===== config.mk =====
export PLATFORM = sky130hd
export DESIGN_NAME = branch_predict_resolve
export DESIGN_NICKNAME = d
export VERILOG_FILES = /design/src/rtl/branch_predict_resolve.sv
export SDC_FILE = /design/constraint.sdc
export NUM_CORES = 1
export LEC_CHECK = 0
export BUFFER_PORTS_ARGS = -buffer_cell sky130_fd_sc_hd__buf_2
export CORE_MARGIN = 2
export CORE_UTILIZATION = 31
export CTS_BUF_LIST = sky130_fd_sc_hd__clkbuf_2
export DETAILED_ROUTE_END_ITERATION = 8
export GPL_TIMING_DRIVEN = 0
export SLEW_MARGIN = 20
export SYNTH_ARGS = -nofsm -noshare
export SYNTH_HDL_FRONTEND = slang
export SYNTH_SLANG_ARGS = --single-unit
export TNS_END_PERCENT = 100

===== constraint.sdc =====
create_clock -name clk -period 2 [get_ports clk]
set_input_delay 0.5 -clock clk [delete_from_list [all_inputs] [get_ports clk]]
set_output_delay 0.5 -clock clk [all_outputs]
set_load 0.005 [all_outputs]

===== src/rtl/branch_predict_resolve.sv =====
// Branch predictor with resolution: a PHT of saturating counters indexed by
// word-aligned PC, and a multi-cycle flush hold after each mispredict.
// The hold window drops any resolving branch and also freezes the
// branch / mispredict statistics.
module branch_predict_resolve #(
  parameter int PC_W      = 32,
  parameter int IDX_W     = 4,
  parameter int CNT_W     = 2,
  parameter int FLUSH_CYC = 1,
  parameter int STAT_W    = 16
) (
  input  logic              clk,
  input  logic              rst,
  input  logic [PC_W-1:0]   if_pc,
  output logic              predict_pcsrc,
  input  logic              branch,
  input  logic [PC_W-1:0]   ex_pc,
  input  logic              actual_pcsrc,
  input  logic              ex_predict_pcsrc,
  output logic              flush,
  output logic              update,
  output logic [STAT_W-1:0] branch_cnt,
  output logic [STAT_W-1:0] mispredict_cnt
);

  localparam int                DEPTH     = 1 << IDX_W;
  localparam logic [3:0]        HOLD_LOAD = 4'(FLUSH_CYC - 1);
  localparam logic [STAT_W-1:0] STAT_MAX  = '1;

  logic [IDX_W-1:0]            if_idx, ex_idx;
  logic [DEPTH-1:0][CNT_W-1:0] pht_cnt;
  logic [DEPTH-1:0]            pht_we;
  logic                        accept, mispredict;
  logic [3:0]                  hold_q, hold_d;
  logic [STAT_W-1:0]           branch_cnt_q, branch_cnt_d;
  logic [STAT_W-1:0]           mispredict_cnt_q, mispredict_cnt_d;

  // Byte offset and upper PC bits do not take part in indexing.
  logic unused_pc_bits;
  assign unused_pc_bits = ^{if_pc[PC_W-1:IDX_W+2], if_pc[1:0],
                            ex_pc[PC_W-1:IDX_W+2], ex_pc[1:0]};

  assign if_idx = if_pc[IDX_W+1:2];
  assign ex_idx = ex_pc[IDX_W+1:2];

  // One counter per PHT entry; only the entry hit by an accepted branch moves.
  generate
    for (genvar e = 0; e < DEPTH; e++) begin : g_pht
      assign pht_we[e] = accept && (ex_idx == IDX_W'(e));
      bpr_pht_entry #(.CNT_W(CNT_W)) u_entry (
        .clk   (clk),
        .rst   (rst),
        .we    (pht_we[e]),
        .taken (actual_pcsrc),
        .cnt   (pht_cnt[e])
      );
    end
  endgenerate

  // Prediction reads the registered counter, so a same-cycle write is not seen.
  assign predict_pcsrc = pht_cnt[if_idx][CNT_W-1];

  // Acceptance, flush/update strobes, hold countdown and saturating statistics.
  always_comb begin
    accept           = branch && (hold_q == 4'd0);
    mispredict       = accept && (actual_pcsrc ^ ex_predict_pcsrc);
    update           = accept;
    flush            = mispredict || (hold_q != 4'd0);
    hold_d           = hold_q;
    branch_cnt_d     = branch_cnt_q;
    mispredict_cnt_d = mispredict_cnt_q;
    if (mispredict)
      hold_d = HOLD_LOAD;
    else if (hold_q != 4'd0)
      hold_d = hold_q - 4'd1;
    if (accept && branch_cnt_q != STAT_MAX)
      branch_cnt_d = branch_cnt_q + 1'b1;
    if (mispredict && mispredict_cnt_q != STAT_MAX)
      mispredict_cnt_d = mispredict_cnt_q + 1'b1;
  end

  // Control state register; reset wins over a same-cycle resolution.
  always_ff @(posedge clk) begin
    if (rst) begin
      hold_q           <= 4'd0;
      branch_cnt_q     <= '0;
      mispredict_cnt_q <= '0;
    end else begin
      hold_q           <= hold_d;
      branch_cnt_q     <= branch_cnt_d;
      mispredict_cnt_q <= mispredict_cnt_d;
    end
  end

  assign branch_cnt     = branch_cnt_q;
  assign mispredict_cnt = mispredict_cnt_q;

endmodule

// Single PHT entry: CNT_W-bit up/down counter saturating at both ends,
// reset to weakly not-taken (MSB clear, all lower bits set).
module bpr_pht_entry #(
  parameter int CNT_W = 2
) (
  input  logic             clk,
  input  logic             rst,
  input  logic             we,
  input  logic             taken,
  output logic [CNT_W-1:0] cnt
);

  localparam logic [CNT_W-1:0] CNT_MAX  = '1;
  localparam logic [CNT_W-1:0] CNT_INIT = CNT_MAX >> 1;

  logic [CNT_W-1:0] cnt_q, cnt_d;

  // Saturating step toward the resolved direction.
  always_comb begin
    cnt_d = cnt_q;
    if (we) begin
      if (taken && cnt_q != CNT_MAX)
        cnt_d = cnt_q + 1'b1;
      else if (!taken && cnt_q != '0)
        cnt_d = cnt_q - 1'b1;
    end
  end

  // Counter register.
  always_ff @(posedge clk) begin
    if (rst) cnt_q <= CNT_INIT;
    else     cnt_q <= cnt_d;
  end

  assign cnt = cnt_q;

endmodule


==> flow_metrics.env, run 1 <==
export IMPL_seqPwrFrac=0.437
export IMPL_crit_family="multiplexers"
export IMPL_clk_pin_slew_worst_paths_ps=210
export IMPL_syn_inst=452
export IMPL_clk_latency_ps=520
export IMPL_netSwitchingPower_uw=1420
export IMPL_synthesis_nets=525
export IMPL_combPwrFrac=0.381
export IMPL_final_hold_viol_count=0
export IMPL_drt_vias_per_instance=5.89
export IMPL_syn_mean_instance_area_sq_um=8.35
export IMPL_pre_cts_ws_ps=-330
export IMPL_endpoint_kind="output port"
export IMPL_hold_path_depth=3
export IMPL_critPathLaunchType="flop"
export IMPL_max_cap_violations=0
export IMPL_fin_crit_sh=1.26
export IMPL_layout_common_cells="44 x buf_2, 44 x dfxtp_1, 38 x nor2_1"
export IMPL_crit_type="flop to output port"
export IMPL_irDropWorstVdd_uv=288
export IMPL_cts_buffers=9
export IMPL_drt_antenna_violating_nets=0
export IMPL_max_freq_mhz=398
export IMPL_slew_headroom=0.438
export IMPL_finalCriticalPeriod_ps=2510
export IMPL_syn_area_sq_um=3770
export IMPL_synthFlopType="dfxtp_1"
export IMPL_synth_async_reset_ratio=0
export IMPL_cp_data_required_time_ps=1500
export IMPL_cts_root_buf="clkbuf_2"
export IMPL_area_delta_synth_final_pct=37.0
export IMPL_fillCellCount=1161
export IMPL_detail_route_first_pass_iterations=7
export IMPL_placed_cell_area_sq_um=4180
export IMPL_rsz0062_at_grt="yes"
export IMPL_drv_slew=0
export IMPL_die_area_sq_um=13100
export IMPL_place_congestion=0.819
export IMPL_worst_path_buf_inv=1
export IMPL_path_max_fanout=5
export IMPL_swShare=0.365
export IMPL_drc=0
export IMPL_core_sq_um=12000
export IMPL_hold_path_class="primary input to flop"
export IMPL_ys_warn_count=0
export IMPL_wl_per_cell_um=17.3
export IMPL_r2r_setup_slack_ps=-180
export IMPL_hold_start="rst"
export IMPL_synth_edf_count=0
export IMPL_violations="setup timing"
export IMPL_grt_pass1_wl_um=18300
export IMPL_cp_slowest_cell="mux4_2"
export IMPL_power_density_nw_per_um2=753
export IMPL_layout_setup_ws_ps=-512
export IMPL_ys_ff_latch=68
export IMPL_first_global_vias=3789
export IMPL_grt_max_degree=13
export IMPL_drive_above_1_share=0.365
export IMPL_grt_use_total=0.173
export IMPL_die_h_um=114
export IMPL_cts_sinks=68
export IMPL_min_to="branch_cnt[15]$_SDFFE_PP0P_"
export IMPL_r2r_cells=13
export IMPL_stdcell_area_sq_um=5170
export IMPL_fp_row_count=40
export IMPL_p_leak_uw=0.00191
export IMPL_r2r_start="hold_q[0]$_SDFFE_PP0P_"
export IMPL_portBuffers=45
export IMPL_gr_total_overflow=0
export IMPL_post_route_util=0.432
export IMPL_path_cells="mux4_2, mux4_2, buf_2"
export IMPL_yosysSeqAreaShare=0.361
export IMPL_cp_arrival_ps=2010
export IMPL_diodes=0
export IMPL_power_uw=3890
export IMPL_ios=104
export IMPL_setup_viol_count_final=18
export IMPL_r2r_end="mispredict_cnt[13]$_SDFFE_PP0P_"
export IMPL_die_w_um=114
export IMPL_fin_skew_ps=31.4
export IMPL_path_common_cell="mux4_2"
export IMPL_fin_tns_setup_ps=-2370
export IMPL_cts_buffer_depth=2
export IMPL_cpPeakStageDelay_ps=500
export IMPL_start_util=0.316
export IMPL_worst_slew_pin_slew_ps=843
export IMPL_internal_power_uw=2470
export IMPL_clkPwrFrac=0.182
export IMPL_nets=616
export IMPL_status="complete, but fails checks"
export IMPL_drt_iter0_markers=322
export IMPL_grt_antenna_before_repair=0
export IMPL_cts_max_level=3
export IMPL_vias=4094
export IMPL_cts_tree="built"
export IMPL_synth_distinct_cells=53
export IMPL_drt_wl_total_um=12000
export IMPL_hpwlAfterDp_um=7650
[synthesized netlist by cell type (all sizes together), types with 4 or more instances]
cell type	count	area share
a211oi	7	0.014
a21oi	33	0.044
a31oi	5	0.0083
a41o	5	0.013
and2	9	0.015
and3	4	0.0066
buf	5	0.0070
clkbuf	25	0.025
dfxtp	68	0.36
ha	4	0.013
inv	12	0.012
mux2	8	0.024
mux4	5	0.030
nand2	30	0.030
nand3	23	0.030
nand3b	6	0.012
nand4	12	0.020
nor2	38	0.038
nor2b	12	0.020
nor3	7	0.0093
nor3b	4	0.0080
nor4	9	0.015
nor4b	9	0.021
o211ai	5	0.0099
o21ai	24	0.032
o311ai	14	0.032
o31ai	12	0.024
o32ai	5	0.012
o41ai	7	0.018
or2	5	0.0083
or3	6	0.0099
or4	11	0.023
[flip-flops by register name (all words and copies together), names as in the netlist]
name	cells
mispredict_cnt	16
g_pht.u_entry.cnt	32
hold_q	4
branch_cnt	16
[how the worst max path moves through the flow]
stage,startpoint,cells after the start,to,slack [ps]
2_1_floorplan,hold_q[0]$_SDFFE_PP0P_,7,mispredict_cnt[9]$_SDFFE_PP0P_,50
3_3_place_gp,actual_pcsrc,5,mispredict_cnt[9]$_SDFFE_PP0P_,-360
3_5_place_dp,actual_pcsrc,5,mispredict_cnt[9]$_SDFFE_PP0P_,-330
4_1_cts,g_pht[3].u_entry.cnt[1]$_SDFFE_PP0P_,3,predict_pcsrc,-530
5_1_grt,g_pht[3].u_entry.cnt[1]$_SDFFE_PP0P_,3,predict_pcsrc,-580
6_report,g_pht[13].u_entry.cnt[1]$_SDFFE_PP0P_,3,predict_pcsrc,-510
[cell families (layout without fill, tap and decap cells)]
kind of cell / after synthesis / in the layout / share of synthesized area
AOI/OAI and AO/OA: 126 / 126 / 0.228
xor gates and xnor gates: 4 / 4 / 0.00928
adders and majority gates: 4 / 4 / 0.0133
buffers and inverters: 42 / 138 / 0.0437
DFF: 68 / 68 / 0.361
muxes: 15 / 15 / 0.0590
and+or+nand+nor: 193 / 193 / 0.286
[tightest hold or removal path: cells and delay by family]
kind          cells  cell delay, ps
buf+inv           1             150
mux               1             150
simple gates      1             110
[power groups by stage]
stage / clock network [uW] / logic (uW) / registers, uW
floorplan: 0 / 693 / 1650
global placement: 0 / 924 / 1690
detailed placement: 0 / 952 / 1700
CTS: 730 / 1210 / 1680
global route: 786 / 1610 / 1730
finish: 708 / 1480 / 1700
[layout make-up]
| cell class | count | area, sq um | area share |
|---|---|---|---|
| clock inverters | 7 | 42.5 | 0.00822 |
| multi-input cells | 342 | 2680 | 0.519 |
| flip-flops and latches | 68 | 1390 | 0.269 |
| plain buffers | 30 | 174 | 0.0336 |
| clock buffers | 9 | 45.0 | 0.00871 |
| repair buffers | 80 | 602 | 0.116 |
| well taps | 147 | 184 | 0.0356 |
| inverters | 12 | 47.5 | 0.00919 |
[timing repair]
| action | in CTS | in global routing |
|---|---|---|
| hold buffers | 0 | 0 |
| cloned | 0 | 1 |
| endpoints found under the setup margin | 45 | 40 |
| setup buffers | 19 | 20 |
| gates resized for setup | 44 | 122 |
| pin swaps | 5 | 34 |
[per-stage QoR]
stage	hold WS, ps	std cells
finish	411	695
global route	436	695
CTS	384	679
detailed placement	461	644
global placement	454	644
floorplan	439	452
[layer usage]
layer  up-vias  global-route usage  wire (um)
met4         0              0.0561        178
li1       1929                   -          -
met1      2037               0.221       5310
met5         -                   0          0
met2       113               0.298       6060
met3        15              0.0270        449
(Power assumes the default switching activity.)
==> run 2: changes to the inputs <==
--- a/config.mk
+++ b/config.mk
@@ -5,11 +5,12 @@
 export SDC_FILE = /design/constraint.sdc
 export NUM_CORES = 1
 export LEC_CHECK = 0
-export BUFFER_PORTS_ARGS = -buffer_cell sky130_fd_sc_hd__buf_2
+export CAP_MARGIN = 20
 export CORE_MARGIN = 2
 export CORE_UTILIZATION = 31
 export CTS_BUF_LIST = sky130_fd_sc_hd__clkbuf_2
 export DETAILED_ROUTE_END_ITERATION = 8
+export DONT_BUFFER_PORTS = 1
 export GPL_TIMING_DRIVEN = 0
 export SLEW_MARGIN = 20
 export SYNTH_ARGS = -nofsm -noshare
==> run 2 against run 1 <==
Compared with the run above:
- non-clock buffer count down 34
- die area unchanged
- sequential power about the same
- total power up 6.2%
- sequential share of layout area up 0.77 points
- final area down 2.6%
- first-iteration DRC count down 17%
- largest cell class unchanged
- hold slack worse by 210 ps
- critical path depth down 1
- count of clock-buffer cells in the layout up 1
- clock power up 17%
- highest routed layer unchanged
- the flow still finishes with violations (setup timing)
- cell count down 4.9%
==> flow_metrics.env, run 2 (synthesis results as in run 1) <==
export IMPL_status="complete, but fails checks"
export IMPL_violations="setup timing"
export IMPL_p_leak_uw=0.00174
export IMPL_max_freq_mhz=410
export IMPL_grt_antenna_before_repair=0
export IMPL_power_density_nw_per_um2=821
export IMPL_layout_setup_ws_ps=-439
export IMPL_area_delta_synth_final_pct=33.5
export IMPL_placed_cell_area_sq_um=3960
export IMPL_drc=0
export IMPL_fin_skew_ps=41.0
export IMPL_slew_headroom=0.401
export IMPL_largest_reg_flops=32
export IMPL_first_global_vias=3576
export IMPL_rsz0062_at_grt="yes"
export IMPL_irDropWorstVdd_uv=352
export IMPL_cp_data_required_time_ps=1500
export IMPL_portBuffers=0
export IMPL_dp_cells=599
export IMPL_fin_crit_sh=1.22
export IMPL_finalCriticalPeriod_ps=2440
export IMPL_vias=3932
export IMPL_clk_latency_ps=560
export IMPL_hpwlAfterDp_um=7590
export IMPL_power_uw=4130
export IMPL_path_max_fanout=2
export IMPL_gr_total_overflow=0
export IMPL_start_util=0.316
export IMPL_drt_wl_total_um=12000
export IMPL_diodes=0
export IMPL_cts_max_level=3
export IMPL_drt_iter0_markers=267
export IMPL_final_hold_viol_count=0
export IMPL_place_congestion=0.828
export IMPL_drv_slew=0
export IMPL_nets=582
export IMPL_cts_root_buf="clkbuf_2"
export IMPL_stdcell_count=661
export IMPL_ios=104
export IMPL_drive_above_1_share=0.313
export IMPL_hold_path_class="primary input to flop"
export IMPL_fp_row_count=40
export IMPL_grt_max_degree=13
export IMPL_cts_tree="built"
export IMPL_die_h_um=114
export IMPL_crit_type="flop to output port"
export IMPL_die_w_um=114
export IMPL_cts_sinks=68
export IMPL_cts_buffer_depth=2
export IMPL_clk_pin_slew_worst_paths_ps=210
export IMPL_hold_buffers=0
export IMPL_critPathLaunchType="flop"
export IMPL_cp_arrival_ps=1940
export IMPL_final_common_cell="dfxtp_1"
export IMPL_endpoint_kind="output port"
export IMPL_drt_antenna_violating_nets=0
export IMPL_setup_viol_count_final=14
export IMPL_wl_per_cell_um=18.1
export IMPL_layout_common_cells="48 x dfxtp_1, 37 x nor2_1, 28 x nand2_1, 28 x a21oi_1, 27 x buf_4"
export IMPL_drt_vias_per_instance=5.95
export IMPL_die_area_sq_um=13100
export IMPL_stdcell_area_sq_um=5040
export IMPL_core_sq_um=12000
export IMPL_max_cap_violations=0
export IMPL_worst_slew_pin_slew_ps=886
export IMPL_detail_route_first_pass_iterations=5
export IMPL_grt_pass1_wl_um=18000
export IMPL_grt_use_total=0.173
export IMPL_cts_buffers=9
[run 2: changes by cell type in the layout (fill, tap and decap cells not counted), moves of 4 or more]
cell and delta:
buf_2 -44, buf_4 +11, dfxtp_1 +4, dfxtp_2 -7, o21ai_0 -5, o311ai_0 -6, o311ai_1 +5, o31ai_1 +4
o31ai_4 -4
[run 2: path summary, 6_finish.rpt]
check / startpoint / to / slack (ps) / cells past startpoint
min reg2reg: g_pht[7].u_entry.cnt[0]$_SDFFE_PP1P_ / g_pht[7].u_entry.cnt[1]$_SDFFE_PP0P_ / 490 / 2
max reg2reg: hold_q[0]$_SDFFE_PP0P_ / branch_cnt[8]$_SDFFE_PP0P_ / -80 / 10
max: g_pht[13].u_entry.cnt[1]$_SDFFE_PP0P_ / predict_pcsrc / -440 / 2
min: rst / branch_cnt[15]$_SDFFE_PP0P_ / 200 / 2
[run 2: per-layer routing]
layer | vias up | share of wire | global-route usage
met5 | - | 0 | 0
li1 | 1860 | - | -
met1 | 1912 | 0.42 | 0.215
met4 | 0 | 0.025 | 0.0675
met3 | 26 | 0.077 | 0.0482
met2 | 134 | 0.48 | 0.286
[run 2: repair_timing]
| action | 4_1_cts | 5_1_grt |
|---|---|---|
| endpoints found under the setup margin | 52 | 54 |
| pin swaps | 12 | 40 |
| buffers inserted | 20 | 23 |
| cloned | 0 | 4 |
| gates resized for setup | 50 | 119 |
[run 2: cell type report]
cell class / count / area [sq um]
inverter: 12 / 45.0
sequential: 68 / 1400
clock buffer: 10 / 50.0
timing repair buffer: 47 / 477
buffer: 29 / 184
tap: 147 / 184
clock inverter: 6 / 65.1
fill: 1162 / 6920
multi-input combinational: 342 / 2640
[run 2: critical path: stages, from the launching register on]
cell and delay (ps):
dfxtp_4 390, mux4_2 500, mux4_2 510
[run 2: where the power goes]
part	switching [uW]	internal [uW]
sequential	179	1510
combinational	738	873
clock	538	293
total	1460	2680
[run 2: through the flow]
stage / hold slack [ps] / worst slack, ps / util / setup TNS, ps
detailed placement: 465 / -311 / 0.331 / -4660
global placement: 457 / -256 / 0.331 / -2580
floorplan: 439 / 50.3 / - / 0
global route: 188 / -509 / 0.421 / -3140
CTS: 171 / -456 / 0.366 / -800
finish: 202 / -439 / 0.421 / -993
==> run 3: changes to the inputs <==
--- a/config.mk
+++ b/config.mk
@@ -7,7 +7,7 @@
 export LEC_CHECK = 0
 export CAP_MARGIN = 20
 export CORE_MARGIN = 2
-export CORE_UTILIZATION = 31
+export CORE_UTILIZATION = 25
 export CTS_BUF_LIST = sky130_fd_sc_hd__clkbuf_2
 export DETAILED_ROUTE_END_ITERATION = 8
 export DONT_BUFFER_PORTS = 1
==> run 3 against run 2 <==
Compared with the run above:
- the run still ends with setup timing left
- hold slack worse by 25 ps
- final area decreased by 0.84%
- largest power group unchanged
- sequential power about the same
- worst setup slack got worse by 12 ps
- cell count up 4.1%
- die area increased by 23%
- combinational power fell by 12%
- fmax fell by 0.47%
- critical endpoint unchanged
==> flow_metrics.env, run 3 (synthesis results as in run 1) <==
export IMPL_layout_setup_ws_ps=-451
export IMPL_gr_total_overflow=0
export IMPL_crit_type="flop to output port"
export IMPL_path_cells="mux4_2, mux4_2"
export IMPL_max_cap_violations=0
export IMPL_cts_buffer_depth=2
export IMPL_place_congestion=0.820
export IMPL_cts_max_level=3
export IMPL_r2r_start="hold_q[1]$_SDFFE_PP0P_"
export IMPL_nets=572
export IMPL_layout_common_cells="50 x dfxtp_1, 37 x nor2_1, 27 x nand2_1"
export IMPL_power_uw=4330
export IMPL_violations="setup timing"
export IMPL_crit_family="multiplexers"
export IMPL_die_w_um=127
export IMPL_grt_antenna_before_repair=0
export IMPL_drt_wl_total_um=12500
export IMPL_drive_above_1_share=0.302
export IMPL_fp_row_count=44
export IMPL_grt_pass1_wl_um=18400
export IMPL_largest_reg_flops=32
export IMPL_final_hold_viol_count=0
export IMPL_fin_tns_setup_ps=-1550
export IMPL_fin_skew_ps=27.9
export IMPL_ios=104
export IMPL_rsz0062_at_grt="yes"
export IMPL_finalCriticalPeriod_ps=2450
export IMPL_path_depth=2
export IMPL_post_route_util=0.341
export IMPL_area_delta_synth_final_pct=32.3
export IMPL_fillCellCount=1465
export IMPL_wl_per_cell_um=18.2
export IMPL_drt_vias_per_instance=5.74
export IMPL_setup_viol_count_final=14
export IMPL_final_common_cell="dfxtp_1"
export IMPL_die_h_um=127
export IMPL_core_sq_um=14600
export IMPL_first_global_vias=3727
export IMPL_regArea_sq_um=1390
export IMPL_irDropWorstVdd_uv=333
export IMPL_start_util=0.258
export IMPL_worst_slew_pin_slew_ps=762
export IMPL_cp_slowest_cell="mux4_2"
export IMPL_critPathLaunchType="flop"
export IMPL_detail_route_first_pass_iterations=5
export IMPL_worst_path_buf_inv=0
export IMPL_hpwlAfterDp_um=7950
export IMPL_multi_input_area_sq_um=2630
export IMPL_die_area_sq_um=16100
export IMPL_r2r_cells=11
export IMPL_portBuffers=0
export IMPL_path_max_fanout=2
export IMPL_cts_sinks=68
export IMPL_cpPeakStageDelay_ps=530
export IMPL_hold_start="rst"
export IMPL_grt_use_total=0.143
export IMPL_fin_crit_sh=1.23
export IMPL_cts_buffers=9
export IMPL_hold_buffers=0
export IMPL_vias=3952
export IMPL_critPathLaunch="g_pht[13].u_entry.cnt[1]$_SDFFE_PP0P_"
export IMPL_p_leak_uw=0.00170
export IMPL_drc=0
export IMPL_drv_slew=0
export IMPL_hold_path_depth=2
export IMPL_holdWs_ps=177
export IMPL_cp_arrival_ps=1950
export IMPL_power_density_nw_per_um2=866
export IMPL_drt_iter0_markers=227
export IMPL_status="complete, but fails checks"
export IMPL_diodes=0
export IMPL_clk_pin_slew_worst_paths_ps=220
export IMPL_cts_tree="built"
export IMPL_max_freq_mhz=408
export IMPL_slew_headroom=0.492
export IMPL_clk_latency_ps=550
export IMPL_drt_antenna_violating_nets=0
export IMPL_cp_data_required_time_ps=1500
export IMPL_grt_max_degree=13
export IMPL_path_common_cell="mux4_2"
export IMPL_cts_root_buf="clkbuf_2"
export IMPL_hold_path_class="primary input to flop"
export IMPL_endpoint_kind="output port"
-- run 3: cell count changes in the layout (fill, tap and decap cells not counted), sizes merged --
cell | previous run | this run
buf | 53 | 44
bufinv | 1 | 4
clkbuf | 33 | 31
clkinv | 4 | 1
clkinvlp | 1 | 2
-- run 3: what timing repair did --
action	CTS	global route
gates resized for setup	41	102
setup endpoints to repair	53	39
cloned	1	3
pin swaps	7	37
setup buffers	12	23
-- run 3: final timing paths --
kind / end / slack, ps
worst max-delay path: predict_pcsrc / -450
worst min-delay path: mispredict_cnt[15]$_SDFFE_PP0P_ / 180
worst max register to register: branch_cnt[9]$_SDFFE_PP0P_ / -150
worst min register to register: g_pht[11].u_entry.cnt[1]$_SDFFE_PP0P_ / 490
-- run 3: layout make-up --
class,count,share of cell area
Multi-Input combinational cell,342,0.526
Sequential cell,68,0.278
Timing Repair Buffer,36,0.0666
Tap cell,184,0.0461
Buffer,30,0.0376
Clock inverter,7,0.0278
Clock buffer,9,0.00902
Inverter,12,0.00902
-- run 3: per-stage QoR --
stage | area, sq um | instances | worst slack, ps
6_report | 5000 | 688 | -451
5_1_grt | 5000 | 688 | -524
4_1_cts | 4430 | 665 | -491
3_5_place_dp | 4010 | 636 | -277
3_3_place_gp | 4010 | 636 | -205
2_1_floorplan | 3770 | 452 | 50.3
-- run 3: power breakdown --
part | switching, uW | total, uW | internal [uW]
clock network | 553 | 1210 | 658
registers | 178 | 1700 | 1520
logic | 692 | 1410 | 722
total | 1420 | 4330 | 2900
-- run 3: layer usage --
layer | vias up | routed length (um) | GRT usage
met5 | - | 0 | 0
met2 | 145 | 6290 | 0.244
met4 | 0 | 324 | 0.0853
li1 | 1840 | - | -
met3 | 28 | 774 | 0.0371
met1 | 1939 | 5160 | 0.159
-- run 3: worst register-to-register path, cell delays in order, from the launching register on --
cell and delay [ps]:
dfxtp_2 360, inv_2 70, ha_4 140, and4bb_1 210
buf_6 150, buf_6 100, buf_6 110, buf_12 100
o41ai_4 100, buf_4 170, or4_4 470, a21oi_2 130
